[src/rtl/pulse_train_gen_pkg.sv]
// pulse_train_gen_pkg: shared state encoding and default widths for the pulse train generator.
//   DEF_WIDTH  - default width of pulse count / remaining count
//   DEF_TWIDTH - default width of the high/low phase cycle counts
//   state_t    - FSM states IDLE/HIGH/LOW/FINISH
package pulse_train_gen_pkg;
    localparam int DEF_WIDTH  = 16;
    localparam int DEF_TWIDTH = 8;
    typedef enum logic [1:0] {
        IDLE   = 2'd0,
        HIGH   = 2'd1,
        LOW    = 2'd2,
        FINISH = 2'd3
    } state_t;
endpackage

[src/rtl/pulse_train_gen_if.sv]
// pulse_train_gen_if: host-side bundle of the pulse train generator.
//   master (host):      drives start, abort, pulse_count, high_cycles, low_cycles;
//                       observes pulse_out, busy, done, remaining
//   slave (generator):  the opposite directions
interface pulse_train_gen_if
    import pulse_train_gen_pkg::*;
#(
    parameter int WIDTH  = DEF_WIDTH,
    parameter int TWIDTH = DEF_TWIDTH
);
    logic              start;
    logic              abort;
    logic [WIDTH-1:0]  pulse_count;
    logic [TWIDTH-1:0] high_cycles;
    logic [TWIDTH-1:0] low_cycles;
    logic              pulse_out;
    logic              busy;
    logic              done;
    logic [WIDTH-1:0]  remaining;
    modport master (
        output start, abort, pulse_count, high_cycles, low_cycles,
        input  pulse_out, busy, done, remaining
    );
    modport slave (
        input  start, abort, pulse_count, high_cycles, low_cycles,
        output pulse_out, busy, done, remaining
    );
endinterface

[src/rtl/pulse_train_gen_phase_timer.sv]
// pulse_train_gen_phase_timer: loadable down-counter timing one high or low phase.
//   clk, reset (async, active-low)
//   load  - load value on this edge (takes priority over counting)
//   value - cycles left after the load edge, i.e. phase length minus one
//   zero  - counter is at zero: current cycle is the last of the phase
module pulse_train_gen_phase_timer #(
    parameter int TWIDTH = 8
) (
    input  logic              clk,
    input  logic              reset,
    input  logic              load,
    input  logic [TWIDTH-1:0] value,
    output logic              zero
);
    logic [TWIDTH-1:0] cnt;
    always_ff @(posedge clk or negedge reset) begin
        if (!reset)
            cnt <= '0;
        else if (load)
            cnt <= value;
        else if (cnt != '0)
            cnt <= cnt - 1'b1;
    end
    assign zero = (cnt == '0);
endmodule

[src/rtl/pulse_train_gen.sv]
// pulse_train_gen: emits a programmed number of pulses, each H cycles high then L cycles low.
//   clk   - system clock, all state on posedge
//   reset - asynchronous, active-low
//   bus   - slave side of pulse_train_gen_if: start/abort/pulse_count/high_cycles/low_cycles in,
//           pulse_out/busy/done/remaining out (all outputs registered)
module pulse_train_gen
    import pulse_train_gen_pkg::*;
#(
    parameter int WIDTH  = DEF_WIDTH,
    parameter int TWIDTH = DEF_TWIDTH
) (
    input  logic            clk,
    input  logic            reset,
    pulse_train_gen_if.slave bus
);
    state_t            state, state_nx;
    logic [TWIDTH-1:0] h_len, l_len, h_in, l_in, t_val;
    logic [WIDTH-1:0]  rem, rem_nx;
    logic              accept, t_load, t_zero;
    logic              pulse_q, busy_q, done_q;
    logic              pulse_nx, busy_nx, done_nx;

    assign accept = bus.start && !bus.abort;
    assign h_in   = (bus.high_cycles == '0) ? TWIDTH'(1) : bus.high_cycles;
    assign l_in   = (bus.low_cycles == '0) ? TWIDTH'(1) : bus.low_cycles;

    // Every phase entry is a change of state into HIGH or LOW; the timer is
    // loaded with length-1 so its zero flag marks the last cycle of the phase.
    assign t_load = (state_nx != state) && (state_nx == HIGH || state_nx == LOW);
    assign t_val  = (state_nx == HIGH) ? ((state == IDLE) ? h_in : h_len) - 1'b1 : l_len - 1'b1;

    pulse_train_gen_phase_timer #(.TWIDTH(TWIDTH)) u_timer (
        .clk   (clk),
        .reset (reset),
        .load  (t_load),
        .value (t_val),
        .zero  (t_zero)
    );

    always_ff @(posedge clk or negedge reset) begin
        if (!reset) begin
            state   <= IDLE;
            h_len   <= '0;
            l_len   <= '0;
            rem     <= '0;
            pulse_q <= 1'b0;
            busy_q  <= 1'b0;
            done_q  <= 1'b0;
        end else begin
            state   <= state_nx;
            rem     <= rem_nx;
            pulse_q <= pulse_nx;
            busy_q  <= busy_nx;
            done_q  <= done_nx;
            if (state == IDLE && accept) begin
                h_len <= h_in;
                l_len <= l_in;
            end
        end
    end

    // abort forces IDLE from any state; in IDLE it also blocks start.
    always_comb begin
        state_nx = bus.abort       ? IDLE :
                   (state == IDLE) ? (accept ? ((bus.pulse_count == '0) ? FINISH : HIGH) : IDLE) :
                   (state == HIGH) ? (t_zero ? LOW : HIGH) :
                   (state == LOW)  ? (t_zero ? ((rem != '0) ? HIGH : FINISH) : LOW) :
                   IDLE;
    end

    // Outputs are registered from the next state, so they change on the same
    // edge as the state. Leaving HIGH (normally or by abort) completes a pulse.
    always_comb begin
        pulse_nx = (state_nx == HIGH);
        busy_nx  = (state_nx != IDLE);
        done_nx  = (state == FINISH) && !bus.abort;
        rem_nx   = (state == IDLE && accept) ? bus.pulse_count :
                   (state == HIGH && (t_zero || bus.abort) && rem != '0) ? rem - 1'b1 :
                   rem;
    end

    assign bus.pulse_out = pulse_q;
    assign bus.busy      = busy_q;
    assign bus.done      = done_q;
    assign bus.remaining = rem;
endmodule

[src/flat_wrapper.sv]
// flat-port wrapper written by rule: the top's interface ports become plain ports
module pulse_train_gen_flat import pulse_train_gen_pkg::*;
#(
    parameter int WIDTH  = DEF_WIDTH,
    parameter int TWIDTH = DEF_TWIDTH
)
  (clk, reset, bus_start, bus_abort, bus_pulse_count, bus_high_cycles, bus_low_cycles, bus_pulse_out, bus_busy, bus_done, bus_remaining);
  pulse_train_gen_if #(.WIDTH(WIDTH), .TWIDTH(TWIDTH)) bus_i ();
  input  logic clk;
  input  logic reset;
  input wire logic [$bits(bus_i.start)-1:0] bus_start;
  input wire logic [$bits(bus_i.abort)-1:0] bus_abort;
  input wire logic [$bits(bus_i.pulse_count)-1:0] bus_pulse_count;
  input wire logic [$bits(bus_i.high_cycles)-1:0] bus_high_cycles;
  input wire logic [$bits(bus_i.low_cycles)-1:0] bus_low_cycles;
  output wire logic [$bits(bus_i.pulse_out)-1:0] bus_pulse_out;
  output wire logic [$bits(bus_i.busy)-1:0] bus_busy;
  output wire logic [$bits(bus_i.done)-1:0] bus_done;
  output wire logic [$bits(bus_i.remaining)-1:0] bus_remaining;
  assign bus_i.start = bus_start;
  assign bus_i.abort = bus_abort;
  assign bus_i.pulse_count = bus_pulse_count;
  assign bus_i.high_cycles = bus_high_cycles;
  assign bus_i.low_cycles = bus_low_cycles;
  assign bus_pulse_out = bus_i.pulse_out;
  assign bus_busy = bus_i.busy;
  assign bus_done = bus_i.done;
  assign bus_remaining = bus_i.remaining;
  pulse_train_gen #(.WIDTH(WIDTH), .TWIDTH(TWIDTH)) u_core (.clk(clk), .reset(reset), .bus(bus_i));
endmodule
[config.mk]
export PLATFORM = sky130hd
export DESIGN_NAME = pulse_train_gen_flat
export DESIGN_NICKNAME = d
export VERILOG_FILES = /design/src/rtl/pulse_train_gen_pkg.sv /design/src/rtl/pulse_train_gen_if.sv /design/src/rtl/pulse_train_gen_phase_timer.sv /design/src/rtl/pulse_train_gen.sv /design/src/flat_wrapper.sv
export SDC_FILE = /design/constraint.sdc
export NUM_CORES = 1
export LEC_CHECK = 0
export BUFFER_PORTS_ARGS = -buffer_cell sky130_fd_sc_hd__buf_2
export CAP_MARGIN = 20
export CELL_PAD_IN_SITES_DETAIL_PLACEMENT = 1
export CELL_PAD_IN_SITES_GLOBAL_PLACEMENT = 1
export CORE_MARGIN = 2
export CORE_UTILIZATION = 41
export DETAILED_ROUTE_END_ITERATION = 8
export PLACE_DENSITY = 0.77
export SYNTH_ARGS = -nofsm -noshare
export SYNTH_HDL_FRONTEND = slang
export SYNTH_HIERARCHICAL = 1
export SYNTH_SLANG_ARGS = --single-unit
export TNS_END_PERCENT = 20
[constraint.sdc]
create_clock -name clk -period 7.2 [get_ports clk]
set_input_delay 1.08 -clock clk [delete_from_list [all_inputs] [get_ports clk]]
set_output_delay 1.08 -clock clk [all_outputs]
set_load 0.02 [all_outputs]
==> results.yml <==
drt:
  drt_iter0_drc: 133
  ant_nets: 0
  drt_wl_total_um: 7578
  vias: 2569
  viasPerCell: 5.812
  drc: 0
  post_drt_wl_per_cell_um: 17.14
  dr.pass1.iters: 4
synth:
  synth_top_cell_area_share_pct: 41.32
  ys_top_cells_by_count: "62 x nand2_1, 45 x dfrtp_1, 26 x nor2_1"
  synthCells: 322
  yosysSeqAreaShare_pct: 41.32
  yosys.area.top_type: "dfrtp_1"
  synth_flop_cell: "dfrtp_1"
  yosys.area_share.xor_xnor_pct: 3.857
  ys_ff_latch: 45
  ys_async_sr_fraction_pct: 100.0
  synth.distinct_cells: 52
  synth_warnings: 6
  syn_nets: 363
  yosysMostFrequentCell: "nand2_1"
  synth_area_mm2: 0.002725
  synthMuxAreaShare_pct: 1.561
  synth_compound_area_share_pct: 18.96
  synth_top_family_by_area: "simple AND/OR/NAND/NOR gates"
  yosys.area_share.simple_pct: 27.27
  synth_area_leaders: "dfrtp_1 41%, nand2_1 8.5%, nor2_1 3.6%"
  post_synth.cell_area_avg_um2: 8.463
  synth_fa_ha_area_share_pct: 2.296
  synth-edff-count: 0
critical_path:
  critPathMaxFanout: 19
  cp_slowest_cell: "or4b_2"
  required_ps: 7430
  critPathLaunchType: "flop"
  end_kind: "flop"
  crit_arrival_ps: 4980
  cp_cell_sequence: "inv_1 > ha_1 > or3b_1 > nor2_1 > mux2_2 > or3_1 > inv_1 > ha_1 > or4b_2 > a21oi_1 > or2_2 > ha_1 > inv_1 > nor3_1 > xor2_1 > a2bb2oi_1"
  cp_slowest_stage_delay_ps: 630
  crit_type: "flop to flop"
die:
  io_pins: 55
  die_x_um: 85.53
  die_area_mm2: 0.007315
  std_cell_rows: 29
  die_y_um: 85.53
  core_mm2: 0.006386
  initial_core_util_pct: 42.67
placement:
  dpl.cell_count: 434
  port_buffers: 54
  routabilityCongestion: 0.9043
  hpwl_um: 5665
flow_run:
  cap_violations: 0
sta:
  fin_setup_tns_ps: 0
  worst_slew_pin_slew_ps: 944.4
  fin_crit_sh_pct: 65.92
  final_hold_viol_count: 0
  maxSlewHeadroom_pct: 36.89
  slew_viol_final: 0
  skew_ps: 5.352
  finalCriticalPeriod_ps: 4746
  setup_violations: 0
  fmax_mhz: 210.7
  rsz0062_at_grt: "no"
worst_hold_path:
  min_path_type: "flop to flop"
clocking:
  hold_buffers: 0
  clock_path_buffers: 2
  cts_tree: "built"
  cts_max_level: 2
  clk_pin_slew_worst_paths_ps: 80
  root_buffer: "clkbuf_8"
  tritoncts.num_buffers: 5
  clkLatencyLatePin_ps: 300
  cts_num_sinks: 45
  cts_setup_buffers: 0
  cts_resized: 0
global_routing:
  grt_first_pass_wirelength_um: 13220
  grt_pass1_vias: 2594
  antenna_found_initial: 0
  grt_start_max_net_pins: 46
  grt_usage_pct: 22.48
  grt_overflow_total: 0
final_layout:
  n_antenna_cell: 0
  finalNonFillerCells: 442
  area_delta_synth_final_pct: 14.28
  drive_above_1_share_pct: 20.27
  final_nets: 406
  post-route-util_pct: 48.77
status:
  outcome: "finished clean"
pwr:
  p_leak_nw: 1.404
  irDropWorstVdd_v: 0.0001385
  power_per_cell_area_mw_per_mm2: 307.6
[logic make-up after synthesis]
family | Yosys count
DFF | 45
AOI/OAI and AO/OA | 74
buffers and inverters | 30
muxes | 4
and+or+nand+nor | 152
xor gates and xnor gates | 12
adders and majority gates | 5
[placed cells by master (no fill, tap or decap), types with 7 or more instances in the layout]
cell type,count
nor2_1,26
nand2_1,62
xor2_1,9
a21oi_1,12
buf_2,54
nor3_1,13
o21ai_0,17
inv_1,10
dfrtp_1,45
nor4_1,7
or3_1,9
nand3_1,8
[final timing paths]
| path | startpoint | end | slack, ps | cells after the start |
|---|---|---|---|---|
| worst max-delay path | u_core/u_timer/cnt[0] | u_core/u_timer/cnt[4] | 2450 | 16 |
| max in group asynchronous | reset | u_core/u_timer/cnt[3] | 5940 | 2 |
| min in group asynchronous | reset | u_core/bus.remaining[11] | 730 | 1 |
| worst min register to register | u_core/h_len[6] | u_core/h_len[6] | 480 | 2 |
| worst max register to register | u_core/u_timer/cnt[0] | u_core/u_timer/cnt[4] | 2450 | 16 |
| worst min-delay path | u_core/h_len[6] | u_core/h_len[6] | 480 | 2 |
[stage by stage]
step | power, mW | setup slack [ps] | hold WS, ps | area [µm²]
after floorplan | 0.6741 | 2990 | 437.9 | 2725
after global placement | 0.7810 | 2674 | 453.3 | 3008
after detailed placement | 0.7977 | 2460 | 463.8 | 3008
after CTS | 0.9650 | 2442 | 485.8 | 3094
after global routing | 1.037 | 1960 | 510.1 | 3114
final | 0.9578 | 2454 | 480.9 | 3114
[layout make-up]
class	instances	area (µm²)
clock buffers	7	86.33
well taps	77	96.34
fillers	801	3272
multi-input cells	247	1470
flip-flops and latches	45	1126
repair buffers	56	297.8
inverters	10	37.54
[worst max-delay path: cells and delay by family, from the launching register on]
family | cells | cell delay [ps]
buffers and inverters | 3 | 250
xor gates and xnor gates | 1 | 180
DFF | 1 | 430
and+or+nand+nor | 6 | 2230
muxes | 1 | 380
adders and majority gates | 3 | 870
AOI/OAI and AO/OA | 2 | 320
[registers in the layout, indices dropped and copies added (netlist names)]
| name | cells |
|---|---|
| u_core/bus.busy | 1 |
| u_core/bus.pulse_out | 1 |
| u_core/l_len | 8 |
| u_core/bus.remaining | 16 |
| u_core/bus.done | 1 |
| u_core/h_len | 8 |
| u_core/state | 2 |
| u_core/u_timer/cnt | 8 |
[power by group]
| part | internal (mW) | switching, mW | leakage, nW | total (mW) |
|---|---|---|---|---|
| combinational | 0.151 | 0.223 | 0.807 | 0.374 |
| clock | 0.0764 | 0.0881 | 0.0443 | 0.164 |
| sequential | 0.330 | 0.0899 | 0.553 | 0.419 |
| total | 0.557 | 0.401 | 1.40 | 0.958 |
[per-layer routing]
| layer | track usage, % | vias up | routed length, µm |
|---|---|---|---|
| met5 | 0 | - | 0 |
| li1 | - | 1253 | - |
| met1 | 33.48 | 1250 | 3808 |
| met4 | 6.061 | 0 | 99 |
| met2 | 34.09 | 58 | 3401 |
| met3 | 3.561 | 8 | 268 |
(Power assumes the default switching activity.)
